[config.mk]
export PLATFORM = sky130hd
export DESIGN_NAME = ps2_host_tx_flat
export DESIGN_NICKNAME = d
export VERILOG_FILES = /design/src/rtl/ps2_host_tx_pkg.sv /design/src/rtl/ps2_host_tx_if.sv /design/src/rtl/ps2_host_tx_line_filter.sv /design/src/rtl/ps2_host_tx.sv /design/src/flat_wrapper.sv
export SDC_FILE = /design/constraint.sdc
export NUM_CORES = 1
export LEC_CHECK = 0
export BUFFER_PORTS_ARGS = -buffer_cell sky130_fd_sc_hd__buf_4
export CAP_MARGIN = 20
export CORE_AREA = 2 2 83 85
export DETAILED_ROUTE_END_ITERATION = 16
export DIE_AREA = 0 0 85 87
export PLACE_DENSITY = 0.76
export SLEW_MARGIN = 20
export SYNTH_ARGS = -nofsm -noshare
export SYNTH_HDL_FRONTEND = slang
export SYNTH_SLANG_ARGS = --single-unit
[constraint.sdc]
create_clock -name clk -period 3.05 [get_ports clk]
set_clock_uncertainty 0.05 [all_clocks]
set_input_delay 0.4575 -clock clk [delete_from_list [all_inputs] [get_ports clk]]
set_output_delay 0.4575 -clock clk [all_outputs]
set_load 0.05 [all_outputs]
[src/rtl/ps2_host_tx_pkg.sv]
// Shared PS/2 definitions: frame size, FSM encoding, frame payload, parity helper.
package ps2_host_tx_pkg;

  localparam int unsigned PS2_FRAME_BITS = 11;
  localparam int unsigned PS2_BYTE_W     = 8;
  localparam int unsigned SHREG_W        = PS2_BYTE_W + 2;

  typedef enum logic [2:0] {
    ST_IDLE,
    ST_INHIBIT,
    ST_START,
    ST_SEND,
    ST_ACK,
    ST_WAIT_IDLE
  } state_e;

  // Bits shifted out after the start bit, LSB of data first
  typedef struct packed {
    logic                  stop;
    logic                  parity;
    logic [PS2_BYTE_W-1:0] data;
  } frame_t;

  // Odd parity over one data byte (also used by the receiver check)
  function automatic logic odd_parity(input logic [PS2_BYTE_W-1:0] d);
    return ~^d;
  endfunction

endpackage

[src/rtl/ps2_host_tx_if.sv]
// Command byte handshake between the SoC and the PS/2 host transmitter.
interface ps2_host_tx_if;
  import ps2_host_tx_pkg::*;

  logic                  tx_valid;
  logic [PS2_BYTE_W-1:0] tx_data;
  logic                  tx_ready;
  logic                  busy;
  logic                  tx_done;
  logic                  tx_err;

  modport master (
    output tx_valid, tx_data,
    input  tx_ready, busy, tx_done, tx_err
  );

  modport slave (
    input  tx_valid, tx_data,
    output tx_ready, busy, tx_done, tx_err
  );
endinterface

[src/rtl/ps2_host_tx_line_filter.sv]
// Pad input conditioning: 2-flop synchronizer, stability filter, falling-edge strobe.
module ps2_host_tx_line_filter #(
  parameter int unsigned FILTER_LEN = 8
) (
  input  logic clk,
  input  logic reset,
  input  logic line_in,
  output logic level,
  output logic fall
);

  localparam int unsigned CNT_W = $clog2(FILTER_LEN + 1);

  logic [1:0]       sync_q;
  logic [CNT_W-1:0] cnt_q;

  // Synchronize the asynchronous pad level; idle bus reads high
  always_ff @(posedge clk or posedge reset) begin
    if (reset) sync_q <= 2'b11;
    else       sync_q <= {sync_q[0], line_in};
  end

  // Accept a new level only after FILTER_LEN consecutive differing samples
  always_ff @(posedge clk or posedge reset) begin
    if (reset) begin
      level <= 1'b1;
      cnt_q <= '0;
      fall  <= 1'b0;
    end else begin
      fall <= 1'b0;
      if (sync_q[1] == level) begin
        cnt_q <= '0;
      end else if (cnt_q == CNT_W'(FILTER_LEN - 1)) begin
        level <= sync_q[1];
        cnt_q <= '0;
        fall  <= level;
      end else begin
        cnt_q <= cnt_q + CNT_W'(1);
      end
    end
  end

endmodule

[src/rtl/ps2_host_tx.sv]
// PS/2 host-to-device transmitter: inhibit, start bit, 8 data + parity + stop, ack check.
module ps2_host_tx
  import ps2_host_tx_pkg::*;
#(
  parameter int unsigned INHIBIT_CYCLES = 5000,
  parameter int unsigned TIMEOUT_CYCLES = 750000,
  parameter int unsigned FILTER_LEN     = 8
) (
  input  logic            clk,
  input  logic            reset,
  ps2_host_tx_if.slave    bus,
  input  logic            ps2_clk_in,
  input  logic            ps2_data_in,
  output logic            ps2_clk_oe,
  output logic            ps2_data_oe
);

  localparam int unsigned INH_W = $clog2(INHIBIT_CYCLES + 1);
  localparam int unsigned TMR_W = $clog2(TIMEOUT_CYCLES + 1);
  localparam int unsigned BIT_W = 4;

  state_e             state_q, state_d;
  frame_t             shreg_q, shreg_d;
  logic [SHREG_W-1:0] shreg_bits;
  logic [BIT_W-1:0]   bitcnt_q, bitcnt_d;
  logic [INH_W-1:0]   inh_q, inh_d;
  logic [TMR_W-1:0]   tmr_q, tmr_d, tmr_inc;
  logic               clk_oe_d, data_oe_d, ready_d, busy_d, done_d, err_d;
  logic               clk_level, clk_fall, data_level, data_fall_unused;
  logic               frame_st, timeout;

  ps2_host_tx_line_filter #(.FILTER_LEN(FILTER_LEN)) u_clk_filt (
    .clk     (clk),
    .reset   (reset),
    .line_in (ps2_clk_in),
    .level   (clk_level),
    .fall    (clk_fall)
  );

  ps2_host_tx_line_filter #(.FILTER_LEN(FILTER_LEN)) u_data_filt (
    .clk     (clk),
    .reset   (reset),
    .line_in (ps2_data_in),
    .level   (data_level),
    .fall    (data_fall_unused)
  );

  assign shreg_bits = shreg_q;

  // Next-state, counters and next values of the registered outputs
  always_comb begin
    state_d   = state_q;
    shreg_d   = shreg_q;
    bitcnt_d  = bitcnt_q;
    inh_d     = inh_q;
    tmr_d     = tmr_q;
    clk_oe_d  = 1'b0;
    data_oe_d = ps2_data_oe;
    ready_d   = bus.tx_ready;
    busy_d    = bus.busy;
    done_d    = 1'b0;
    err_d     = 1'b0;
    tmr_inc   = (tmr_q == TMR_W'(TIMEOUT_CYCLES)) ? tmr_q : tmr_q + TMR_W'(1);
    frame_st  = (state_q inside {ST_START, ST_SEND, ST_ACK, ST_WAIT_IDLE});
    // A device falling edge always beats the terminal count
    timeout   = frame_st && !clk_fall && (tmr_q >= TMR_W'(TIMEOUT_CYCLES - 1));

    case (state_q)
      ST_IDLE: begin
        data_oe_d = 1'b0;
        ready_d   = 1'b1;
        busy_d    = 1'b0;
        if (bus.tx_valid && bus.tx_ready) begin
          shreg_d.stop   = 1'b1;
          shreg_d.parity = odd_parity(bus.tx_data);
          shreg_d.data   = bus.tx_data;
          state_d        = ST_INHIBIT;
          clk_oe_d       = 1'b1;
          data_oe_d      = (INHIBIT_CYCLES == 1);
          inh_d          = INH_W'(1);
          ready_d        = 1'b0;
          busy_d         = 1'b1;
        end
      end
      ST_INHIBIT: begin
        if (inh_q < INH_W'(INHIBIT_CYCLES)) begin
          clk_oe_d  = 1'b1;
          inh_d     = inh_q + INH_W'(1);
          data_oe_d = (inh_q == INH_W'(INHIBIT_CYCLES - 1));
        end else begin
          state_d   = ST_START;
          data_oe_d = 1'b1;
          tmr_d     = '0;
          bitcnt_d  = '0;
        end
      end
      ST_START: begin
        data_oe_d = 1'b1;
        bitcnt_d  = '0;
        state_d   = ST_SEND;
      end
      ST_SEND: begin
        if (clk_fall) begin
          data_oe_d = ~shreg_bits[bitcnt_q];
          bitcnt_d  = bitcnt_q + BIT_W'(1);
          if (bitcnt_q == BIT_W'(PS2_FRAME_BITS - 2)) state_d = ST_ACK;
        end
      end
      ST_ACK: begin
        if (clk_fall) begin
          done_d  = ~data_level;
          err_d   = data_level;
          state_d = ST_WAIT_IDLE;
        end
      end
      ST_WAIT_IDLE: begin
        if (clk_level && data_level) begin
          state_d = ST_IDLE;
          ready_d = 1'b1;
          busy_d  = 1'b0;
        end
      end
      default: state_d = ST_IDLE;
    endcase

    if (frame_st) tmr_d = clk_fall ? '0 : tmr_inc;

    if (timeout) begin
      state_d   = ST_IDLE;
      clk_oe_d  = 1'b0;
      data_oe_d = 1'b0;
      ready_d   = 1'b1;
      busy_d    = 1'b0;
      done_d    = 1'b0;
      err_d     = 1'b1;
    end
  end

  // State, datapath and output registers; reset releases both lines at once
  always_ff @(posedge clk or posedge reset) begin
    if (reset) begin
      state_q      <= ST_IDLE;
      shreg_q      <= '0;
      bitcnt_q     <= '0;
      inh_q        <= '0;
      tmr_q        <= '0;
      ps2_clk_oe   <= 1'b0;
      ps2_data_oe  <= 1'b0;
      bus.tx_ready <= 1'b1;
      bus.busy     <= 1'b0;
      bus.tx_done  <= 1'b0;
      bus.tx_err   <= 1'b0;
    end else begin
      state_q      <= state_d;
      shreg_q      <= shreg_d;
      bitcnt_q     <= bitcnt_d;
      inh_q        <= inh_d;
      tmr_q        <= tmr_d;
      ps2_clk_oe   <= clk_oe_d;
      ps2_data_oe  <= data_oe_d;
      bus.tx_ready <= ready_d;
      bus.busy     <= busy_d;
      bus.tx_done  <= done_d;
      bus.tx_err   <= err_d;
    end
  end

endmodule

[src/flat_wrapper.sv]
// flat-port wrapper written by rule: the top's interface ports become plain ports
module ps2_host_tx_flat import ps2_host_tx_pkg::*;
#(
  parameter int unsigned INHIBIT_CYCLES = 5000,
  parameter int unsigned TIMEOUT_CYCLES = 750000,
  parameter int unsigned FILTER_LEN     = 8
)
  (clk, reset, ps2_clk_in, ps2_data_in, ps2_clk_oe, ps2_data_oe, bus_tx_valid, bus_tx_data, bus_tx_ready, bus_busy, bus_tx_done, bus_tx_err);
  ps2_host_tx_if bus_i ();
  input  logic clk;
  input  logic reset;
  input  logic ps2_clk_in;
  input  logic ps2_data_in;
  output logic ps2_clk_oe;
  output logic ps2_data_oe;
  input wire logic [$bits(bus_i.tx_valid)-1:0] bus_tx_valid;
  input wire logic [$bits(bus_i.tx_data)-1:0] bus_tx_data;
  output wire logic [$bits(bus_i.tx_ready)-1:0] bus_tx_ready;
  output wire logic [$bits(bus_i.busy)-1:0] bus_busy;
  output wire logic [$bits(bus_i.tx_done)-1:0] bus_tx_done;
  output wire logic [$bits(bus_i.tx_err)-1:0] bus_tx_err;
  assign bus_i.tx_valid = bus_tx_valid;
  assign bus_i.tx_data = bus_tx_data;
  assign bus_tx_ready = bus_i.tx_ready;
  assign bus_busy = bus_i.busy;
  assign bus_tx_done = bus_i.tx_done;
  assign bus_tx_err = bus_i.tx_err;
  ps2_host_tx #(.INHIBIT_CYCLES(INHIBIT_CYCLES), .TIMEOUT_CYCLES(TIMEOUT_CYCLES), .FILTER_LEN(FILTER_LEN)) u_core (.clk(clk), .reset(reset), .bus(bus_i), .ps2_clk_in(ps2_clk_in), .ps2_data_in(ps2_data_in), .ps2_clk_oe(ps2_clk_oe), .ps2_data_oe(ps2_data_oe));
endmodule
# After elaboration in Yosys (flattened, before gate mapping)
# Index checks and enable logic that the tools add are counted.
word_totals:
  ff_bits: 71
  latchBits: 0
  ramBits: 0
  mem_bits_ro: 0
  inputBits: 13
  output_inout_bits: 6
  elab_cells: 126
  mem_count: 0
classes:
  addsub: 5
  n_mul: 0
  div: 0
  n_lt_le_gt_ge: 3
  eq_ne: 24
  shift: 0
  n_mux: 48
  bitwise_logic: 4
  n_reduce_logical: 22
ops:
  columns: ["op", "n"]
  rows:
  - ["2-to-1 mux 20 bit", 5]
  - ["2-to-1 mux 13 bit", 2]
  - ["case mux 13 bit (2 select lines)", 1]
  - ["2-to-1 mux 4 bit", 6]
  - ["2-to-1 mux 3 bit", 7]
  - ["adder 20 x 1 -> 20 bit, second input constant", 1]
  - ["equality test 20 bit, second input constant", 1]
  - [">= comparator 20 bit, second input constant", 1]
  - ["2-to-1 mux 1 bit", 20]
  - ["case mux 3 bit (6 select lines)", 1]
  - ["inequality test 3 x 2 -> 1 bit, second input constant", 5]
  - ["adder 13 x 1 -> 13 bit, second input constant", 1]
  - ["equality test 13 bit, second input constant", 1]
  - ["< comparator 13 bit, second input constant", 1]
  - ["adder 4 x 1 -> 4 bit, second input constant", 3]
  - ["case mux 4 bit (3 select lines)", 1]
  - ["AND reduction 2 bit", 5]
  - ["AND reduction 3 bit", 3]
  - ["equality test 4 x 3 -> 1 bit, second input constant", 2]
  - ["XNOR reduction 8 bit", 1]
  - ["equality test 3 x 2 -> 1 bit, second input constant", 2]
  - ["equality test 3 bit, second input constant", 2]
  - ["inequality test 2 x 1 -> 1 bit, second input constant", 3]
  - ["case mux 1 bit (2 select lines)", 3]
  - ["18 further kinds", 28]

# Longest topological paths before layout
depth:
  depth_word: 6
  mapped_depth: 9
  ltp_nobuf: 7

# Cells and area by module
# Synthesis repeated with hierarchy kept, for this count alone.
hier_totals:
  hier_cells: 400
  hier_area_um2: 3784.9
by_module_without_submodules:
  columns: ["module", "n_inst", "cells_per_inst", "area_per_inst_um2"]
  rows:
  - ["ps2_host_tx", 1, 356, 3154.3]
  - ["ps2_host_tx_line_filter", 2, 22, 315.3]

# Least setup slack after synthesis
# No wires, ideal clock.
synth_timing:
  kind: "register -> register"
  from: "register u_core.inh_q[6]"
  to: "register u_core.inh_q[12]"
  setup_time_ns: 0.078
  arrival_ns: 2.126
  path_slack_ns: 0.796
  stages_incl_launch_ff: 6
  n_path_buf: 0
  period_less_slack_ns: 2.254
  path_cell_list: "dfrtp_1 -> or4_4 -> a211o_1 -> a21o_1 -> or4_1 -> a21oi_1"
synth_via:
  elab_chain_len: 3
  elab_cells_between_ends: 6
synth_lines:
  columns: ["element", "line_no", "rtl"]
  rows:
  - ["start, declared", "ps2_host_tx.sv:26", "logic [INH_W-1:0] inh_q, inh_d;"]
  - ["start signal, assigned", "ps2_host_tx.sv:157", "inh_q <= inh_d;"]
  - ["adder 13 x 1 -> 13 bit or < comparator 13 bit (tied branches)", "ps2_host_tx.sv:88, ps2_host_tx.sv:86", null]
  - ["2-to-1 mux 13 bit or inequality test 2 x 1 -> 1 bit (tied branches)", null, null]
  - ["case mux 13 bit (2 select lines) or AND reduction 3 bit (tied branches)", null, null]
# Parallel ways exist; a longest one is shown, timed or not. The select of a mux whose other input is x is not followed.
# A chain may end at the register's enable or synchronous reset.

# Worst setup path in the final report
layout_timing:
  from: "register u_core.inh_q[6]"
  to: "register u_core.inh_q[11]"
# The elaborated chain is that of the path after synthesis.

==> reports/results.ini <==
[sta]
rsz0062_at_grt=false
fmax_ghz=0.393
setup_viol=0
finalCriticalPeriod_ps=2550
hold_viol=0
finalCritPeriodShare_pct=83.5
maxSlewHeadroom_pct=31.7
worst_pin_slew_ps=1020
tns_ps=0
drv_slew=0

[global_routing]
grt_pass1_wl_mm=13.5
grt_overflow=0
antenna_found_initial=0
grt_pass1_vias=2899
grt.total_usage_pct=22.6
grt_start_max_net_pins=72

[finish]
area_growth_pct=13.7
final_nets=433
drive_gt1_share_pct=13.9
multi_input_area_um2=1850
seq_area_um2=1790
design_area_um2=4270
diodes=0
fillers=521

[synthesis]
ys_warn_count=0
synth_cell_types=50
syn-num-nets=417
synth_edf_count=0
syn_area_um2=3750
syn_area_per_cell_um2=9.45
yosysSeqAreaShare_pct=47.6
synth_cells=397
ys_seq_elements=71
async_flop_share_pct=100
synth_ff_type=dfrtp_1

[die]
die_h_um=87
initial_core_util_pct=57.1
num_rows=30
io_pins=19
coreArea_um2=6570
dieWidth_um=85
dieArea_um2=7400

[critical_path]
cp-start-kind=flip-flop
crit_type=reg2reg
crit_fanout=17
worstPathRequired_ps=3270
cp.arrival_ps=2760
end_kind=flip-flop
slowest_delay_ps=550
cp_cell_sequence=or4_4, a211o_1, a21o_1, or4_1, a21oi_1
slowest_stage=or4_4

[route]
postRouteAntennaNets=0
vias_per_cell=6.05
vias=3011
drc=0
drt-total-wl_mm=7.47
wl_per_cell_um=15.0
drt_first_pass_iters=4
drt_iter0_markers=212

[clock_tree]
clkSlewWorstSetupHoldPaths_ps=80
cts_max_path_buffers=2
postCtsSetupBuffers=0
cts.sinks=71
ctsResizeCount=0
cts_tree=done
htree_num_levels=3
holdBufCountCts=0
worstSkewPairLatency_ps=340
root_buffer=clkbuf_8
numCtsBuffers=9

[hold_path]
hold_class=in2reg

[job]
cap_violations=0

[place]
dpl.hpwl_mm=5.13
port_buffers=18
placed_area_um2=3960
gp_congestion=0.822

[pwr]
power_leakage_nw=1.81
vdd_drop_max_mv=0.321
powerDensity_nw_per_um2=575

[outcome]
status=finished, final reports clean

==> per-layer routing <==
metal	up-vias	routed length [µm]	GRT usage [%]
met5	-	0	0
met4	0	83	7.07
met3	9	229	5.21
met2	52	3710	36.4
met1	1460	3440	30.5
li1	1490	-	-
==> metrics by stage <==
| stage | worst slack (ps) | hold slack (ps) | power (mW) | instances | util (%) |
|---|---|---|---|---|---|
| floorplan | 758 | 295 | 1.26 | 397 | - |
| global placement | 603 | 298 | 1.32 | 482 | 60.3 |
| detailed placement | 530 | 299 | 1.33 | 482 | 60.3 |
| CTS | 499 | 153 | 2.47 | 498 | 65.0 |
| global route | 331 | 144 | 2.56 | 498 | 65.0 |
| finish | 503 | 165 | 2.45 | 498 | 65.0 |
==> worst paths after layout <==
kind	depth (start not counted)	slack (ps)	from	endpoint
hold / removal	1	170	ps2_clk_in	u_core.u_clk_filt.sync_q[0]
max in group asynchronous	3	2050	reset	u_core.state_q[0]
hold reg to reg	0	300	u_core.u_data_filt.sync_q[0]	u_core.u_data_filt.sync_q[1]
min in group asynchronous	3	320	reset	u_core.u_clk_filt.cnt_q[2]
setup reg to reg	5	500	u_core.inh_q[6]	u_core.inh_q[11]
setup / recovery	5	500	u_core.inh_q[6]	u_core.inh_q[11]
==> cell type report <==
| cell class | count | share of cell area (%) |
|---|---|---|
| multi-input combinational | 294 | 43.2 |
| timing repair buffer | 24 | 4.22 |
| clock buffer | 10 | 2.99 |
| tap | 80 | 2.35 |
| sequential | 71 | 41.8 |
| inverter | 13 | 1.14 |
| clock inverter | 6 | 4.22 |
==> cell families (layout without fill, tap and decap cells) <==
kind of cell,count (synthesis),after routing,synth area share [%]
buffers and inverters,32,53,3.40
flip-flops,71,71,47.6
adder cells (fa/ha/maj),7,7,2.33
XOR/XNOR,17,17,3.97
AND/OR/NAND/NOR,168,168,23.7
multiplexers,9,9,3.13
AO/OA/AOI/OAI,93,93,15.9
==> registers in the layout, summed over array words and instances (netlist names) <==
name and cells:
u_core.bitcnt_q 4, u_core.bus.busy 1, u_core.bus.tx_done 1, u_core.bus.tx_err 1
u_core.bus.tx_ready 1, u_core.inh_q 13, u_core.ps2_clk_oe 1, u_core.ps2_data_oe 1
u_core.shreg_bits 10, u_core.state_q 3, u_core.tmr_q 20, u_core.u_clk_filt.cnt_q 4
u_core.u_clk_filt.fall 1, u_core.u_clk_filt.level 1, u_core.u_clk_filt.sync_q 2, u_core.u_data_filt.cnt_q 4
u_core.u_data_filt.level 1, u_core.u_data_filt.sync_q 2
==> critical path: cells and delay by family, from the launching register on <==
family	cells	cell delay, ps
AND/OR/NAND/NOR	2	1100
AO/OA/AOI/OAI	3	910
flip-flops	1	410
==> Yosys cell counts (6+ instances only) <==
library cell  number  share of area (%)
ha_1               7                2.3
buf_2              6               0.80
nand3_1           21                2.8
o31ai_1           21                4.2
clkbuf_1          13                1.3
or4_1             19                3.8
nor2_1            22                2.2
dfrtp_1           64                 43
xnor2_1           15                3.5
nor3_1             9                1.2
o21ai_0           18                2.4
a21oi_1           28                3.7
nand2_1           52                5.2
nand2b_1           7                1.2
inv_1             13                1.3
dfstp_2            7                4.9
==> report_power, final <==
part / total [mW] / leakage, nW / internal (mW) / switching (mW)
registers: 1.12 / 0.918 / 1.03 / 0.0951
logic: 0.190 / 0.737 / 0.0978 / 0.0923
clock network: 1.14 / 0.151 / 0.792 / 0.350
==> cells in the final DEF, fill, tap and decap left out, types with 8 or more instances in the layout <==
cell type  instances
dfrtp_1           64
nand2_1           52
a21oi_1           28
buf_4             24
nor2_1            22
nand3_1           21
o31ai_1           21
or4_1             19
o21ai_0           17
xnor2_1           15
inv_1             12
clkbuf_8           9
nor3_1             8
Note: power is estimated with default switching activity, not from simulation.
